--- config.mk ---
export PLATFORM = sky130hd
export DESIGN_NAME = mdio_responder
export DESIGN_NICKNAME = d
export VERILOG_FILES = /design/src/rtl/mdio_responder.sv
export SDC_FILE = /design/constraint.sdc
export NUM_CORES = 1
export LEC_CHECK = 0
export CORE_MARGIN = 2
export CORE_UTILIZATION = 35
export DETAILED_ROUTE_END_ITERATION = 12
export GPL_ROUTABILITY_DRIVEN = 0
export HOLD_SLACK_MARGIN = 0.12
export PLACE_DENSITY = 0.55
export SLEW_MARGIN = 15
export SYNTH_ARGS = -nofsm -noshare
export SYNTH_HDL_FRONTEND = slang
export SYNTH_SLANG_ARGS = --single-unit
--- constraint.sdc ---
create_clock -name clk -period 2.2 [get_ports clk]
set_input_delay 0.55 -clock clk [delete_from_list [all_inputs] [get_ports clk]]
set_output_delay 0.55 -clock clk [all_outputs]
set_load 0.01 [all_outputs]
--- src/rtl/mdio_responder.sv ---
// Clause-22 MDIO responder: oversamples MDC/MDIO on clk, decodes frames addressed
// to PHY_ADDR and bridges them to a 32x16 register block via one-clk strobes.
module mdio_responder #(
    parameter logic [4:0] PHY_ADDR = 5'd1
) (
    input  logic        clk,
    input  logic        reset,
    input  logic        mdc,
    input  logic        mdio_in,
    output logic        mdio_out,
    output logic        mdio_oe,
    output logic [4:0]  reg_addr,
    output logic [15:0] wr_data,
    output logic        wr_stb,
    output logic        rd_stb,
    input  logic [15:0] rd_data
);

    localparam int unsigned ADDR_W = 5;
    localparam int unsigned DATA_W = 16;
    localparam int unsigned CNT_W  = 5;
    localparam int unsigned HDR_W  = 12;

    localparam logic [1:0] OP_WRITE = 2'b01;
    localparam logic [1:0] OP_READ  = 2'b10;

    localparam logic [CNT_W-1:0] BIT_REGAD_LSB = CNT_W'(13);
    localparam logic [CNT_W-1:0] BIT_LAST      = CNT_W'(31);

    typedef enum logic [2:0] {
        S_IDLE,
        S_ST1,
        S_HEADER,
        S_WDATA,
        S_RDATA,
        S_SKIP
    } state_t;

    state_t               state;
    logic [CNT_W-1:0]     bit_cnt;
    logic [2:0]           mdc_sync;
    logic [1:0]           mdio_sync;
    logic [HDR_W-2:0]     hdr_shift;
    logic [DATA_W-2:0]    data_shift;
    logic [DATA_W-1:0]    tx_shift;
    logic                 rd_load;

    logic                 mdc_fall_c;
    logic                 mdc_rise_c;
    logic                 bit_in_c;
    logic [HDR_W-1:0]     hdr_word_c;
    logic [1:0]           hdr_op_c;
    logic [ADDR_W-1:0]    hdr_phy_c;
    logic [ADDR_W-1:0]    hdr_reg_c;

    // Two-flop synchronizers; the third mdc flop gives edge detection.
    always_ff @(posedge clk) begin
        if (reset) begin
            mdc_sync  <= 3'b000;
            mdio_sync <= 2'b11;
        end else begin
            mdc_sync  <= {mdc_sync[1:0], mdc};
            mdio_sync <= {mdio_sync[0], mdio_in};
        end
    end

    assign mdc_fall_c = mdc_sync[2] & ~mdc_sync[1];
    assign mdc_rise_c = ~mdc_sync[2] & mdc_sync[1];
    assign bit_in_c   = mdio_sync[1];

    // Header word as it stands once bit 13 is sampled.
    assign hdr_word_c = {hdr_shift, bit_in_c};
    assign hdr_op_c   = hdr_word_c[11:10];
    assign hdr_phy_c  = hdr_word_c[9:5];
    assign hdr_reg_c  = hdr_word_c[4:0];

    always_ff @(posedge clk) begin
        if (reset) begin
            state      <= S_IDLE;
            bit_cnt    <= '0;
            hdr_shift  <= '0;
            data_shift <= '0;
            tx_shift   <= '0;
            rd_load    <= 1'b0;
            mdio_out   <= 1'b0;
            mdio_oe    <= 1'b0;
            reg_addr   <= '0;
            wr_data    <= '0;
            wr_stb     <= 1'b0;
            rd_stb     <= 1'b0;
        end else begin
            wr_stb  <= 1'b0;
            rd_stb  <= 1'b0;
            rd_load <= rd_stb;
            if (rd_load) begin
                tx_shift <= rd_data;
            end

            case (state)
                S_IDLE: begin
                    if (mdc_fall_c && !bit_in_c) begin
                        state   <= S_ST1;
                        bit_cnt <= CNT_W'(1);
                    end
                end

                // A repeated 0 is taken as a fresh ST bit 0.
                S_ST1: begin
                    if (mdc_fall_c) begin
                        if (bit_in_c) begin
                            state   <= S_HEADER;
                            bit_cnt <= CNT_W'(2);
                        end else begin
                            bit_cnt <= CNT_W'(1);
                        end
                    end
                end

                S_HEADER: begin
                    if (mdc_fall_c) begin
                        hdr_shift <= hdr_word_c[HDR_W-2:0];
                        bit_cnt   <= bit_cnt + CNT_W'(1);
                        if (bit_cnt == BIT_REGAD_LSB) begin
                            if (hdr_phy_c == PHY_ADDR && hdr_op_c == OP_WRITE) begin
                                reg_addr <= hdr_reg_c;
                                state    <= S_WDATA;
                            end else if (hdr_phy_c == PHY_ADDR && hdr_op_c == OP_READ) begin
                                reg_addr <= hdr_reg_c;
                                rd_stb   <= 1'b1;
                                state    <= S_RDATA;
                            end else begin
                                state <= S_SKIP;
                            end
                        end
                    end
                end

                S_WDATA: begin
                    if (mdc_fall_c) begin
                        bit_cnt <= bit_cnt + CNT_W'(1);
                        if (bit_cnt[4]) begin
                            data_shift <= {data_shift[DATA_W-3:0], bit_in_c};
                        end
                        if (bit_cnt == BIT_LAST) begin
                            wr_data <= {data_shift, bit_in_c};
                            wr_stb  <= 1'b1;
                            state   <= S_IDLE;
                        end
                    end
                end

                // bit_cnt wraps to 0 after bit 31 is sampled; the next rising
                // edge ends bit 31 and releases the line.
                S_RDATA: begin
                    if (mdc_fall_c) begin
                        bit_cnt <= bit_cnt + CNT_W'(1);
                    end else if (mdc_rise_c) begin
                        if (bit_cnt[4]) begin
                            mdio_oe  <= 1'b1;
                            mdio_out <= tx_shift[DATA_W-1];
                            tx_shift <= {tx_shift[DATA_W-2:0], 1'b0};
                        end else if (bit_cnt == '0) begin
                            mdio_oe  <= 1'b0;
                            mdio_out <= 1'b0;
                            state    <= S_IDLE;
                        end
                    end
                end

                S_SKIP: begin
                    if (mdc_fall_c) begin
                        bit_cnt <= bit_cnt + CNT_W'(1);
                        if (bit_cnt == BIT_LAST) begin
                            state <= S_IDLE;
                        end
                    end
                end

                default: begin
                    state   <= S_IDLE;
                    bit_cnt <= '0;
                end
            endcase
        end
    end

endmodule

==> results.py <==
metrics = {
    "status": {
        "run_status": "finished, final reports clean",
    },
    "floorplanning": {
        "die_h_um": 102,
        "row_count": 35,
        "die_x_um": 102,
        "ios": 45,
        "core-area_um2": 9240,
        "start_util_pct": 36.2,
        "dieArea_um2": 10400,
    },
    "clocking": {
        "clkTransAtPathRegs_ns": 0.08,
        "cts.hold.buffers_added": 0,
        "cts_buffer_depth": 2,
        "cts_tree": "done",
        "clock_sinks": 81,
        "cts_resized": 0,
        "cts_setup_buffers": 0,
        "clk_latency_ns": 0.36,
        "cts_root_buf": "clkbuf_8",
        "cts-buffers-inserted": 9,
        "htreeDepth": 3,
    },
    "sta": {
        "fin_crit_ns": 1.85,
        "finalHoldViolations": 0,
        "worst_slack_ns": 0.353,
        "rsz0062_at_grt": "no",
        "fin_crit_sh_pct": 84.0,
        "setup_tns_ns": 0,
        "tightest_slew_ns": 0.629,
        "fin_worst_skew_ns": 0.0118,
        "hold_slack_ns": 0.417,
        "slew_headroom_pct": 58.0,
        "finalSetupViolCount": 0,
        "slew_viol_final": 0,
        "fmax_mhz": 541,
    },
    "hold_path": {
        "hold_end": "mdio_sync[1]",
        "min_path_type": "reg -> reg",
        "min_delay_path_depth": 1,
        "hp-start": "mdio_sync[0]",
    },
    "final_layout": {
        "synthToLayoutAreaGrowth_pct": 22.4,
        "instances_no_fill": 544,
        "ff_latch_area_um2": 1620,
        "nets": 434,
        "diodes": 0,
        "nFillCells": 941,
        "drive_gt1_share_pct": 8.43,
        "multi_input_comb_area_um2": 1570,
    },
    "synthesis": {
        "synth.avg_cell_area_um2": 8.99,
        "async_reset_ff_share_pct": 0,
        "seq_area_frac_synth_pct": 48.5,
        "syn_nets": 396,
        "synth.distinct_cells": 46,
        "synthesis.area_um2": 3340,
        "ys_seq_elements": 81,
        "synth_edf_count": 0,
        "synth_warnings": 0,
        "synthCells": 372,
        "synthFlopType": "dfxtp_1",
    },
    "global_route": {
        "grt_usage_pct": 13.9,
        "grt_pass1_vias": 2544,
        "grt_pass1_wl_mm": 11.4,
        "overflow": 0,
        "antenna_found_initial": 0,
        "grt_max_degree": 41,
    },
    "setup_path": {
        "path_delay_family": "simple AND/OR/NAND/NOR gates",
        "cp_data_required_time_ns": 2.45,
        "timing.rr.end": "data_shift[1]",
        "r2r_slack_ns": 0.35,
        "end_kind": "register",
        "slowest_stage": "dfxtp_1",
        "cp_num_buf_inv": 0,
        "worstPathCellList": "and2b_1 -> nand4_2 -> mux2i_1 -> nor2_1",
        "criticalPathCategory": "reg -> reg",
        "cpPeakStageDelay_ns": 0.57,
        "r2r_start": "state[0]",
        "start_kind": "register",
        "reg2regPathDepth": 4,
        "worstPathArrival_ns": 2.09,
        "crit_fanout": 15,
    },
    "routing": {
        "first_pass_iters": 4,
        "finalWirelength_mm": 6.78,
        "detail-route-antenna-nets": 0,
        "routed_via_density": 4.92,
        "vias": 2678,
        "drc_errors": 0,
        "wire_per_inst_um": 12.5,
        "first_iter_violations": 97,
    },
    "power": {
        "leakagePower_uw": 0.00151,
        "netSwitchingPower_uw": 592,
        "clockPowerShare_pct": 41.6,
        "swShare_pct": 22.3,
        "p_int_uw": 2070,
        "power_frac_comb_pct": 2.9,
        "p_per_area_nw_per_um2": 650,
        "ir_worst_vdd_mv": 0.343,
        "power_frac_seq_pct": 55.4,
        "power.total_uw": 2660,
    },
    "place": {
        "hpwl_mm": 4.49,
        "pre_cts_slack_ns": 0.338,
        "dp.cells": 528,
        "io_buffers": 44,
    },
    "flow_run": {
        "drv_cap": 0,
    },
}
## worst register-to-register path, cell delays in order, from the launching register on
cell and delay (ns):
dfxtp_1 0.57, and2b_1 0.26, nand4_2 0.53, mux2i_1 0.33, nor2_1 0.06
## cell type report
type                    instances  area share [%]
multi-input cells             259            38.3
clock buffers                  10            3.36
repair buffers                 53            12.6
clock inverters                 6            1.65
flip-flops and latches         81            39.6
inverters                       6           0.550
well taps                     129            3.94
## sequential cells by signal (all words and copies together), names as in the netlist
name,cells
bit_cnt,5
data_shift,15
hdr_shift,11
mdc_sync,3
mdio_oe,1
mdio_out,1
mdio_sync,2
rd_load,1
rd_stb,1
reg_addr,5
state,3
tx_shift,16
wr_data,16
wr_stb,1
## placed cells by master, fill, tap and decap left out, types with 2 or more instances in the layout
cell type and instances:
a21oi_1 39, nand3_1 24, and2b_1 2, and4b_1 2, or2_2 2, inv_1 6
nand4b_1 3, nand3b_1 2, mux2i_1 32, and3_1 4, ha_1 4, a32oi_1 2
a211oi_1 16, xor2_1 3, nor3_1 4, clkdlybuf4s50_1 43, clkinv_4 2, clkbuf_8 10
nor2b_1 5, clkinvlp_4 2, nand2_1 51, dfxtp_1 81, buf_4 8, o21ai_0 9
nor2_1 34
## cell families after synthesis
group                      share of synthesized area [%]
DFF                                                 48.5
AOI/OAI and AO/OA                                   13.4
and+or+nand+nor                                     21.3
adders and majority gates                           1.50
buffers and inverters                               4.64
xor gates and xnor gates                            1.05
muxes                                               9.58
## cell usage after synthesis, types with 2 or more instances
cell,instances,area (µm²)
dfxtp_1,81,1620
nand2_1,51,191
a21oi_1,39,195
nor2_1,34,128
mux2i_1,32,320
nand3_1,24,120
a211oi_1,16,120
clkbuf_1,12,45.0
o21ai_0,9,45.0
buf_2,7,35.0
inv_1,6,22.5
buf_4,5,37.5
nor2b_1,5,31.3
and3_1,4,25.0
ha_1,4,50.1
nor3_1,4,20.0
nand4b_1,3,26.3
xor2_1,3,26.3
a32oi_1,2,17.5
and2b_1,2,15.0
and4b_1,2,20.0
nand3b_1,2,15.0
or2_2,2,12.5
## layer usage
| metal | vias up | GRT usage, % | part of all wire (%) |
|---|---|---|---|
| met5 | - | 0 | 0 |
| met4 | 0 | 5.30 | 1.7 |
| met3 | 12 | 5.18 | 5.0 |
| met2 | 52 | 22.4 | 44 |
| met1 | 1244 | 16.7 | 49 |
| li1 | 1370 | - | - |
## power by group through the flow
stage | clock network (µW) | registers [µW] | logic [µW]
after global routing | 1210 | 1480 | 84.7
after CTS | 1150 | 1470 | 78.8
after detailed placement | 0 | 1510 | 77.9
final | 1110 | 1470 | 77.9
after floorplan | 0 | 1500 | 36.1
after global placement | 0 | 1510 | 78.7
## worst max-delay path by stage
stage,startpoint,end,slack (ns),cells past startpoint
final,state[0],data_shift[1],0.35,4
after global routing,state[0],data_shift[4],0.12,4
after CTS,state[0],data_shift[11],0.34,4
after detailed placement,state[0],data_shift[14],0.34,4
after global placement,state[0],data_shift[9],0.39,4
after floorplan,bit_cnt[0],state[2],0.58,6
## per-stage QoR
stage / utilization, % / cell area (µm²)
global placement: 42.1 / 3890
detailed placement: 42.1 / 3890
global route: 44.3 / 4090
floorplan: - / 3340
CTS: 44.3 / 4090
finish: 44.3 / 4090
Power figures use the tool's default switching activity.
==> edit: new RTL, config.mk and constraints unchanged <==
Put one more register stage on the output `wr_data`, cleared by the reset. The value now appears one clock later. The other outputs are not delayed to match.
--- a/src/rtl/mdio_responder.sv
+++ b/src/rtl/mdio_responder.sv
@@ -37,2 +37,4 @@
     } state_t;
+
+    logic [15:0] wr_data_s0;
 
@@ -87,3 +89,3 @@
             reg_addr   <= '0;
-            wr_data    <= '0;
+            wr_data_s0 <= '0;
             wr_stb     <= 1'b0;
@@ -144,3 +146,3 @@
                         if (bit_cnt == BIT_LAST) begin
-                            wr_data <= {data_shift, bit_in_c};
+                            wr_data_s0 <= {data_shift, bit_in_c};
                             wr_stb  <= 1'b1;
@@ -186,2 +188,10 @@
 
+    always_ff @(posedge clk) begin
+        if (reset) begin
+            wr_data <= '0;
+        end else begin
+            wr_data <= wr_data_s0;
+        end
+    end
+
 endmodule
Check against the original RTL: no difference found for any inputs over 10 cycles, from zero or initial values and one cycle with reset high; that may be too few to reach the edited logic, so the function may still have changed.
==> edit against the unedited design <==
Sequential cell count increased by 16; count of clock-buffer cells in the layout is 1 lower; critical path type unchanged; setup slack got worse by 0.12 ns; area after synthesis is 14% higher; combinational power about the same; critical endpoint is now state[1]; cell area grew 12%; routed wire length up 4.1%; critical path depth grew 3; fmax fell by 6.2%; power is 12% higher.
==> edit: results (changes against the unedited design) <==
stage	metric	value	unit	change
detailed_routing	finalWirelength	7050	um	was 6775 um
cells_and_area	num-multi-input-gates	271		was 259
synthesis	synth-seq-area-share	0.5075		was 0.4850
power	p_per_area	653.2	nW/um^2	was 649.6 nW/um^2
floorplanning	coreArea	10750	sq um	was 9240 sq um
power	p_int	2323	uW	was 2067 uW
global_route	globalRouteMet2Util	0.1969		was 0.2242
synthesis	synthTopCellsByArea	dfxtp_1 (51%), mux2i_1 (9.9%), nand2_1 (5.9%)		was dfxtp_1 (49%), mux2i_1 (9.6%), a21oi_1 (5.8%)
setup_path	cp_data_arrival_time	2.21	ns	was 2.09 ns
power	p_leak	0.001676	uW	was 0.001514 uW
run_status	status	finished, final reports clean		unchanged
global_route	use_met1	0.1705		was 0.1673
detailed_routing	met2_length	3033	um	was 3009 um
setup_path	max_stage_delay	0.47	ns	was 0.57 ns
detailed_routing	num_vias	2719		was 2678
power	sequentialPower	1760	uW	was 1470 uW
detailed_routing	m1WireLength	3617	um	was 3306 um
power	ir_worst_vdd	0.2414	mV	was 0.3427 mV
global_route	use_met3	0.02291		was 0.05176
cells_and_area	final.fill_count	1082		was 941
detailed_routing	vias_per_cell	4.688		was 4.923
cells_and_area	layout.nets	461		was 434
synthesis	syn_area_per_cell	9.589	sq um	was 8.987 sq um
global_route	grt_pass1_vias	2597		was 2544
cells_and_area	ff_latch_area	1942	sq um	was 1622 sq um
cells_and_area	buffers	55		was 53
global_route	grt_use_total	0.1266		was 0.1385
power	p_comb	78.1	uW	was 77.9 uW
synthesis	ys_types	43		was 46
cells_and_area	nClkBuffers	9		was 10
cells_and_area	largestRegisters	tx_shift (16), wr_data (16), wr_data_s0 (16)		was tx_shift (16), wr_data (16), data_shift (15)
placed_design	place_area	4377	sq um	was 3887 sq um
setup_path	cp_max_fo	8		was 15
global_route	grt_pass1_wl	11810	um	was 11370 um
placed_design	dp_hpwl	4618	um	was 4489 um
sta	max_slew_margin	0.6002		was 0.5795
detailed_routing	wl_met3	268	um	was 342 um
synthesis	synth_seq_cells	97		was 81
detailed_routing	drtIter0Drc	85		was 97
cells_and_area	drive_gt1_frac	0.1159		was 0.08434
cells_and_area	nonClkBufAreaFrac	0.1140		was 0.1260
cells_and_area	clockNetworkAreaShare	0.04138		was 0.05014
==> edit: path summary, 6_finish.rpt <==
| check | startpoint | end | slack (ns) |
|---|---|---|---|
| max | bit_cnt[0] | state[1] | 0.23 |
| min | mdio_sync[0] | mdio_sync[1] | 0.41 |
| max reg2reg | bit_cnt[0] | state[1] | 0.23 |
| min reg2reg | mdio_sync[0] | mdio_sync[1] | 0.41 |
==> edit: through the flow <==
stage            util  setup WS (ns)  hold slack [ns]
4_1_cts        0.4249         0.2399           0.4122
3_3_place_gp   0.4073         0.3278           0.3946
6_report       0.4249         0.2299           0.4120
5_1_grt        0.4249        0.04279           0.4322
3_5_place_dp   0.4073         0.2702           0.3923
2_1_floorplan       -         0.4411           0.3895
==> edit: kinds of logic after synthesis <==
kind of cell,Yosys count,share of synthesized area
AND/OR/NAND/NOR,160,0.2057
flip-flops,97,0.5075
AO/OA/AOI/OAI,66,0.1266
multiplexers,38,0.09941
buffers and inverters,31,0.04087
adder cells (fa/ha/maj),4,0.01308
XOR/XNOR,3,0.006868
